**config.mk**
```make
export PLATFORM = sky130hd
export DESIGN_NAME = uart_rx_assembler
export DESIGN_NICKNAME = d
export VERILOG_FILES = /design/src/rtl/uart_rx_assembler.sv
export SDC_FILE = /design/constraint.sdc
export NUM_CORES = 2
export LEC_CHECK = 0
export BUFFER_PORTS_ARGS = -buffer_cell sky130_fd_sc_hd__buf_2
export CAP_MARGIN = 30
export CORE_ASPECT_RATIO = 1.25
export CORE_MARGIN = 3
export CORE_UTILIZATION = 25
export DETAILED_ROUTE_END_ITERATION = 8
export GPL_TIMING_DRIVEN = 1
export PLACE_DENSITY_LB_ADDON = 0.08
export SLEW_MARGIN = 10
export SYNTH_ARGS = -nofsm -noshare
export SYNTH_HDL_FRONTEND = slang
export SYNTH_SLANG_ARGS = --single-unit
```
**constraint.sdc**
```tcl
create_clock -name CLK -period 6.8 [get_ports CLK]
set_input_delay 1.36 -clock CLK [delete_from_list [all_inputs] [get_ports CLK]]
set_output_delay 1.36 -clock CLK [all_outputs]
set_load 0.01 [all_outputs]
```
**src/rtl/uart_rx_assembler.sv**
```systemverilog
// ---------------------------------------------------------------------------
// uart_rx_assembler
//
// Rebuilds length-framed messages from the UART core's AXI-stream RX bytes.
// The first byte of a message is the payload length L (1..255), followed by
// L payload bytes. Payload bytes are packed MSB first into 16-bit words and
// buffered in a show-ahead FIFO; an odd final byte is padded with 8'h00.
// Only one message is buffered at a time: after a complete message the
// length byte of the next one is held off until the FIFO has been drained.
//
// Optional build macro:
//   RX_TIMEOUT_EN - abort a message whose bytes stop arriving for
//                   TIMEOUT_CYCLES clock cycles (ERROR pulse, FIFO flushed).
//
// Ports:
//   CLK              system clock
//   RST              asynchronous active-low reset
//   RX_DATA[7:0]     byte from UART core
//   RX_VALID         byte valid
//   RX_READY         byte accept (combinational, low only in DONE)
//   FIFO_RDREQ       pop one word (ignored while empty)
//   FIFO_Q[15:0]     head word, show-ahead
//   FIFO_EMPTY       FIFO holds no words
//   GOT_FULL_MESSAGE complete message buffered
//   MSG_LEN[7:0]     byte count of the last accepted message
//   PARITY_OUT       1 when MSG_LEN is odd
//   ERROR            one-cycle pulse on framing error / timeout
//   BUSY             reception in progress (state != WAIT_LEN)
//   state_mon[1:0]   current state: 0 WAIT_LEN, 1 GET_MSB, 2 GET_LSB, 3 DONE
// ---------------------------------------------------------------------------
module uart_rx_assembler #(
    parameter int FIFO_DEPTH     = 128,
    parameter int FIFO_AW        = 7,
    parameter int TIMEOUT_CYCLES = 50000
) (
    input  logic        CLK,
    input  logic        RST,
    input  logic [7:0]  RX_DATA,
    input  logic        RX_VALID,
    output logic        RX_READY,
    input  logic        FIFO_RDREQ,
    output logic [15:0] FIFO_Q,
    output logic        FIFO_EMPTY,
    output logic        GOT_FULL_MESSAGE,
    output logic [7:0]  MSG_LEN,
    output logic        PARITY_OUT,
    output logic        ERROR,
    output logic        BUSY,
    output logic [1:0]  state_mon
);

    typedef enum logic [1:0] {
        WAIT_LEN = 2'd0,
        GET_MSB  = 2'd1,
        GET_LSB  = 2'd2,
        DONE     = 2'd3
    } state_t;

    state_t            state;
    logic [7:0]        byte_cnt;
    logic [7:0]        byte_cnt_inc;
    logic [7:0]        hold;
    logic              accept;
    logic              timeout;

    logic [15:0]       mem [FIFO_DEPTH];
    logic [FIFO_AW-1:0] wr_ptr;
    logic [FIFO_AW-1:0] rd_ptr;
    logic [FIFO_AW:0]  count;
    logic              wr_en;
    logic [15:0]       wr_data;
    logic              rd_en;

    function automatic logic [FIFO_AW-1:0] next_ptr(input logic [FIFO_AW-1:0] ptr);
        // Explicit wrap so non-power-of-two depths also work.
        if (ptr == FIFO_AW'(FIFO_DEPTH - 1))
            return '0;
        else
            return ptr + 1'b1;
    endfunction

    assign RX_READY     = (state != DONE);
    assign accept       = RX_VALID && RX_READY;
    assign byte_cnt_inc = byte_cnt + 8'd1;
    assign BUSY         = (state != WAIT_LEN);
    assign state_mon    = state;
    assign FIFO_EMPTY   = (count == '0);
    assign FIFO_Q       = mem[rd_ptr];
    assign rd_en        = FIFO_RDREQ && (count != '0);

    // A word is written when the low byte arrives, or when the high byte is
    // the last byte of an odd-length message (padded with zero).
    always_comb begin
        wr_en   = 1'b0;
        wr_data = 16'h0000;
        if (accept) begin
            case (state)
                GET_MSB: begin
                    if (byte_cnt_inc == MSG_LEN) begin
                        wr_en   = 1'b1;
                        wr_data = {RX_DATA, 8'h00};
                    end
                end
                GET_LSB: begin
                    wr_en   = 1'b1;
                    wr_data = {hold, RX_DATA};
                end
                default: ;
            endcase
        end
    end

`ifdef RX_TIMEOUT_EN
    localparam int IDLE_W = (TIMEOUT_CYCLES > 2) ? $clog2(TIMEOUT_CYCLES) : 1;

    logic [IDLE_W-1:0] idle_cnt;
    logic              receiving;

    assign receiving = (state == GET_MSB) || (state == GET_LSB);
    // An accepted byte on the expiry cycle wins over the abort.
    assign timeout   = receiving && !accept &&
                       (idle_cnt == IDLE_W'(TIMEOUT_CYCLES - 1));

    always_ff @(posedge CLK or negedge RST) begin
        if (!RST)
            idle_cnt <= '0;
        else if (!receiving || accept || timeout)
            idle_cnt <= '0;
        else
            idle_cnt <= idle_cnt + 1'b1;
    end
`else
    assign timeout = 1'b0;
`endif

    // FIFO storage: data only, no reset.
    always_ff @(posedge CLK) begin
        if (wr_en)
            mem[wr_ptr] <= wr_data;
    end

    // FIFO pointers and occupancy.
    always_ff @(posedge CLK or negedge RST) begin
        if (!RST) begin
            wr_ptr <= '0;
            rd_ptr <= '0;
            count  <= '0;
        end else if (timeout) begin
            wr_ptr <= '0;
            rd_ptr <= '0;
            count  <= '0;
        end else begin
            if (wr_en)
                wr_ptr <= next_ptr(wr_ptr);
            if (rd_en)
                rd_ptr <= next_ptr(rd_ptr);
            case ({wr_en, rd_en})
                2'b10:   count <= count + 1'b1;
                2'b01:   count <= count - 1'b1;
                default: ;
            endcase
        end
    end

    // High byte holding register: data only, no reset.
    always_ff @(posedge CLK) begin
        if (accept && (state == GET_MSB))
            hold <= RX_DATA;
    end

    // Framing state machine with registered status outputs.
    always_ff @(posedge CLK or negedge RST) begin
        if (!RST) begin
            state            <= WAIT_LEN;
            byte_cnt         <= 8'd0;
            MSG_LEN          <= 8'd0;
            PARITY_OUT       <= 1'b0;
            GOT_FULL_MESSAGE <= 1'b0;
            ERROR            <= 1'b0;
        end else begin
            ERROR <= 1'b0;
            if (timeout) begin
                state            <= WAIT_LEN;
                GOT_FULL_MESSAGE <= 1'b0;
                ERROR            <= 1'b1;
            end else begin
                case (state)
                    WAIT_LEN: begin
                        if (accept) begin
                            if (RX_DATA == 8'd0) begin
                                ERROR <= 1'b1;
                            end else begin
                                MSG_LEN    <= RX_DATA;
                                PARITY_OUT <= RX_DATA[0];
                                byte_cnt   <= 8'd0;
                                state      <= GET_MSB;
                            end
                        end
                    end
                    GET_MSB: begin
                        if (accept) begin
                            byte_cnt <= byte_cnt_inc;
                            if (byte_cnt_inc == MSG_LEN) begin
                                GOT_FULL_MESSAGE <= 1'b1;
                                state            <= DONE;
                            end else begin
                                state <= GET_LSB;
                            end
                        end
                    end
                    GET_LSB: begin
                        if (accept) begin
                            byte_cnt <= byte_cnt_inc;
                            if (byte_cnt_inc == MSG_LEN) begin
                                GOT_FULL_MESSAGE <= 1'b1;
                                state            <= DONE;
                            end else begin
                                state <= GET_MSB;
                            end
                        end
                    end
                    DONE: begin
                        // Hold off the next length byte until the consumer
                        // has drained the whole message.
                        if (count == '0) begin
                            GOT_FULL_MESSAGE <= 1'b0;
                            state            <= WAIT_LEN;
                        end
                    end
                    default: state <= WAIT_LEN;
                endcase
            end
        end
    end

endmodule

```
==> impl_metrics.csv <==
group,metric,value,unit
power,powerDensity,386,nW/um2
setup_path,crit_path_end_kind,"output port",
sta,worst_slack,282,ps
setup_path,worstPathArrival,5160,ps
clocking,cts_buffers,234,
detailed_routing,remaining_drc_errors,0,
yosys,yosys_register_bits,2098,
outcome,status,"completed",
placement,place_ws,1070,ps
yosys,ys_warn_count,0,
clocking,cts_hold_buf,0,
sta,fmax,153,MHz
detailed_routing,vias_per_cell,4.61,
yosys,syn-mean-instance-area,22.7,um2
setup_path,worstPathMaxFanout,32,
detailed_routing,drt_wl_total,264000,um
layout,fillCellCount,31300,
grt,grt-ovfl-total,0,
grt,grt_busiest_layer,"met2",
power,leakage,29.7,nW
detailed_routing,drt_first_pass_iters,5,
yosys,synthFlopType,"edfxtp_1",
sta,report.final.hold_viol_count,0,
sta,finalCritPeriodShare,95.9,%
layout,nNetsFinal,3911,
detailed_routing,ant_nets,0,
grt,antenna_found_initial,17,
grt,grt_usage,15.7,%
grt,met2_usage,27.1,%
clocking,cts_setup_buffers,0,
clocking,clock_sinks,2098,
floorplan,core_region_area,324000,um2
detailed_routing,vias,38300,
placement,place_congestion,0.722,
clocking,worstSkewPairLatency,910,ps
grt,use_met1,21.3,%
layout,layout.cells.non_filler,8301,
yosys,synth_seq_area_share,77.0,%
placement,portBuffers,43,
detailed_routing,dr.first_iter.drc_count,3171,
yosys,syn_inst,3586,
sta,tightest_slew,1000,ps
power,ir_drop,231,uV
yosys,synth_area,81600,um2
placement,dp.final_hpwl,157000,um
sta,finalClockSkew,56.1,ps
floorplan,fp-row-count,233,
layout,drive_above_1_share,33.5,%
power,total_power,37.2,mW
setup_path,worstPathRequired,5440,ps
clocking,cts_root_buf,"clkbuf_16",
sta,relSlewSlack,33.3,%
sta,setup_viol,0,
grt,grt_max_degree,129,
clocking,h-tree-depth,4,
clocking,tritoncts,"yes",
clocking,ctsResizeCount,0,
grt,grt_pass1_vias,40600,
yosys,synthesis.nets,3614,
setup_path,worstSetupPathType,"register to output port",
setup_path,startpoint_type,"register",
floorplan,pin_count,44,
yosys,synth-edff-count,2056,
yosys,synth_cell_type_count,65,
worst_hold_path,hp-class,"register to register",
run,cap_viol_max_count,0,
sta,maxSlewViolCount,0,
grt,grt_pass1_wl,362000,um
detailed_routing,routedWlPerCell,31.8,um
floorplan,die_h,645,um
layout,syn_to_final_growth,18.1,%
yosys,ys_async_sr_fraction,2.00,%
sta,fin_crit,6520,ps
placement,dp_cells,7872,
clocking,cts.path.max_buffers,4,
floorplan,dieArea,333000,um2
floorplan,start_util,25.2,%
floorplan,chipWidth,517,um
grt,use_met3,2.17,%
sta,rsz0062_at_grt,"no",
clocking,clk_pin_slew,60,ps
## cells in the mapped netlist (3+ instances only)
cell type  number  area [um2]
and3_1          5        31.3
and3b_1         3        26.3
mux2i_1        51         510
nor2_1        161         604
ha_1           15         188
buf_6           9         101
edfxtp_1     2056       61700
nor3_1         11        55.1
o21ai_0        35         175
xor2_1          8        70.1
a31oi_1        12        75.1
mux2_2         20         225
buf_1          18        67.6
nand3b_1        3        22.5
nand4_1        10        62.6
o2111ai_1       6        52.6
nand2b_1        7        43.8
nand3_1        25         125
o221ai_1        5        43.8
xnor2_1        15         131
clkbuf_1       58         218
a22o_1         14         123
a22oi_1        35         263
nor4_1          4        25.0
nand2_1        78         293
and2_1         16         100
o31ai_1         5        37.5
a221oi_1        4        35.0
dfrtp_1        42        1050
buf_2          72         360
o311ai_0        5        43.8
o211ai_2        3        37.5
a21oi_1        32         160
inv_1          19        71.3
o22ai_1        13        81.3
o211ai_1        6        45.0
buf_4          42         315
nor2b_1        17         106
a211oi_1       18         135
mux4_2        592       13300
a21o_1          6        45.0
## state kept, by name, summed over array words and instances, names as in the netlist
register,count
mem,2048
MSG_LEN,8
byte_cnt,8
count,8
hold,8
rd_ptr,7
wr_ptr,7
state_mon,2
ERROR,1
GOT_FULL_MESSAGE,1
## stage by stage
| step | hold WS, ps | util, % | setup TNS [ps] | instance area (um2) |
|---|---|---|---|---|
| global placement | 466 | 27.4 | -837 | 88800 |
| floorplan | 443 | - | 0 | 81600 |
| CTS | 479 | 29.7 | 0 | 96200 |
| finish | 480 | 29.8 | 0 | 96300 |
| detailed placement | 467 | 27.5 | 0 | 88900 |
| global route | 505 | 29.8 | 0 | 96300 |
## layout make-up
class                   instances  area (um2)  share of cell area, %
flip-flops and latches       2098       62800                   65.2
inverters                      19        78.8                 0.0818
clock buffers                 284        6150                   6.38
diodes                          9        22.5                 0.0234
well taps                    4230        5290                   5.49
clock inverters               131        1140                   1.18
multi-input cells            1270       18500                   19.2
repair buffers                260        2320                   2.41
## placed cells by master (no fill, tap or decap), drive strengths merged, types with 10 or more instances in the layout
master,instances
mux2i,51
dfrtp,42
clkinv,103
a22oi,35
nor2,161
nor3,13
o21ai,35
clkbuf,284
nand2,78
a31oi,12
inv,23
o22ai,13
mux2,20
edfxtp,2056
nor2b,17
and2,16
ha,15
buf,260
a21oi,32
mux4,592
bufinv,21
a22o,14
nand3,25
a211oi,18
xnor2,16
nand4,10
## kinds of logic (layout without fill, tap and decap cells)
| kind of cell | after synthesis | count (layout) | synth area share (%) |
|---|---|---|---|
| AO/OA/AOI/OAI | 218 | 218 | 1.91 |
| XOR/XNOR | 24 | 24 | 0.267 |
| adder cells (fa/ha/maj) | 16 | 16 | 0.255 |
| buffers and inverters | 218 | 694 | 1.39 |
| flip-flops | 2098 | 2098 | 77.0 |
| multiplexers | 663 | 663 | 17.2 |
| other | 0 | 9 | 0 |
| AND/OR/NAND/NOR | 349 | 349 | 1.95 |
## report_power, final
| part | total, mW | switching [mW] | internal, mW |
|---|---|---|---|
| Combinational | 9.85 | 6.02 | 3.83 |
| Clock | 12.4 | 5.21 | 7.15 |
| Sequential | 14.9 | 0.367 | 14.6 |
| Total | 37.2 | 11.6 | 25.6 |
## path summary, 6_finish.rpt
path | start | to | slack [ps] | cells past startpoint
worst min register to register | count[7] | count[7] | 480 | 1
min in group asynchronous | RST | MSG_LEN[3] | 580 | 2
max in group asynchronous | RST | rd_ptr[0] | 5710 | 2
worst max register to register | state_mon[0] | count[7] | 2530 | 14
worst min-delay path | count[7] | count[7] | 480 | 1
worst max-delay path | rd_ptr[0] | FIFO_Q[5] | 280 | 8
## worst max-delay path, cell delays in order (launching register included)
cell and delay (ps):
dfrtp_4 1050, buf_4 570, mux4_2 580, mux4_2 480, a22o_1 300, a211oi_1 580, nor3_1 300, buf_4 210
buf_2 130
## per-layer routing
metal  wire, um  part of all wire (%)  vias up
met3      10600                   4.0      270
met5          0                     0        -
li1           -                     -    15900
met2     134000                    51      798
met1     115000                    44    21300
met4       4450                   1.7        0
(Power assumes the default switching activity.)
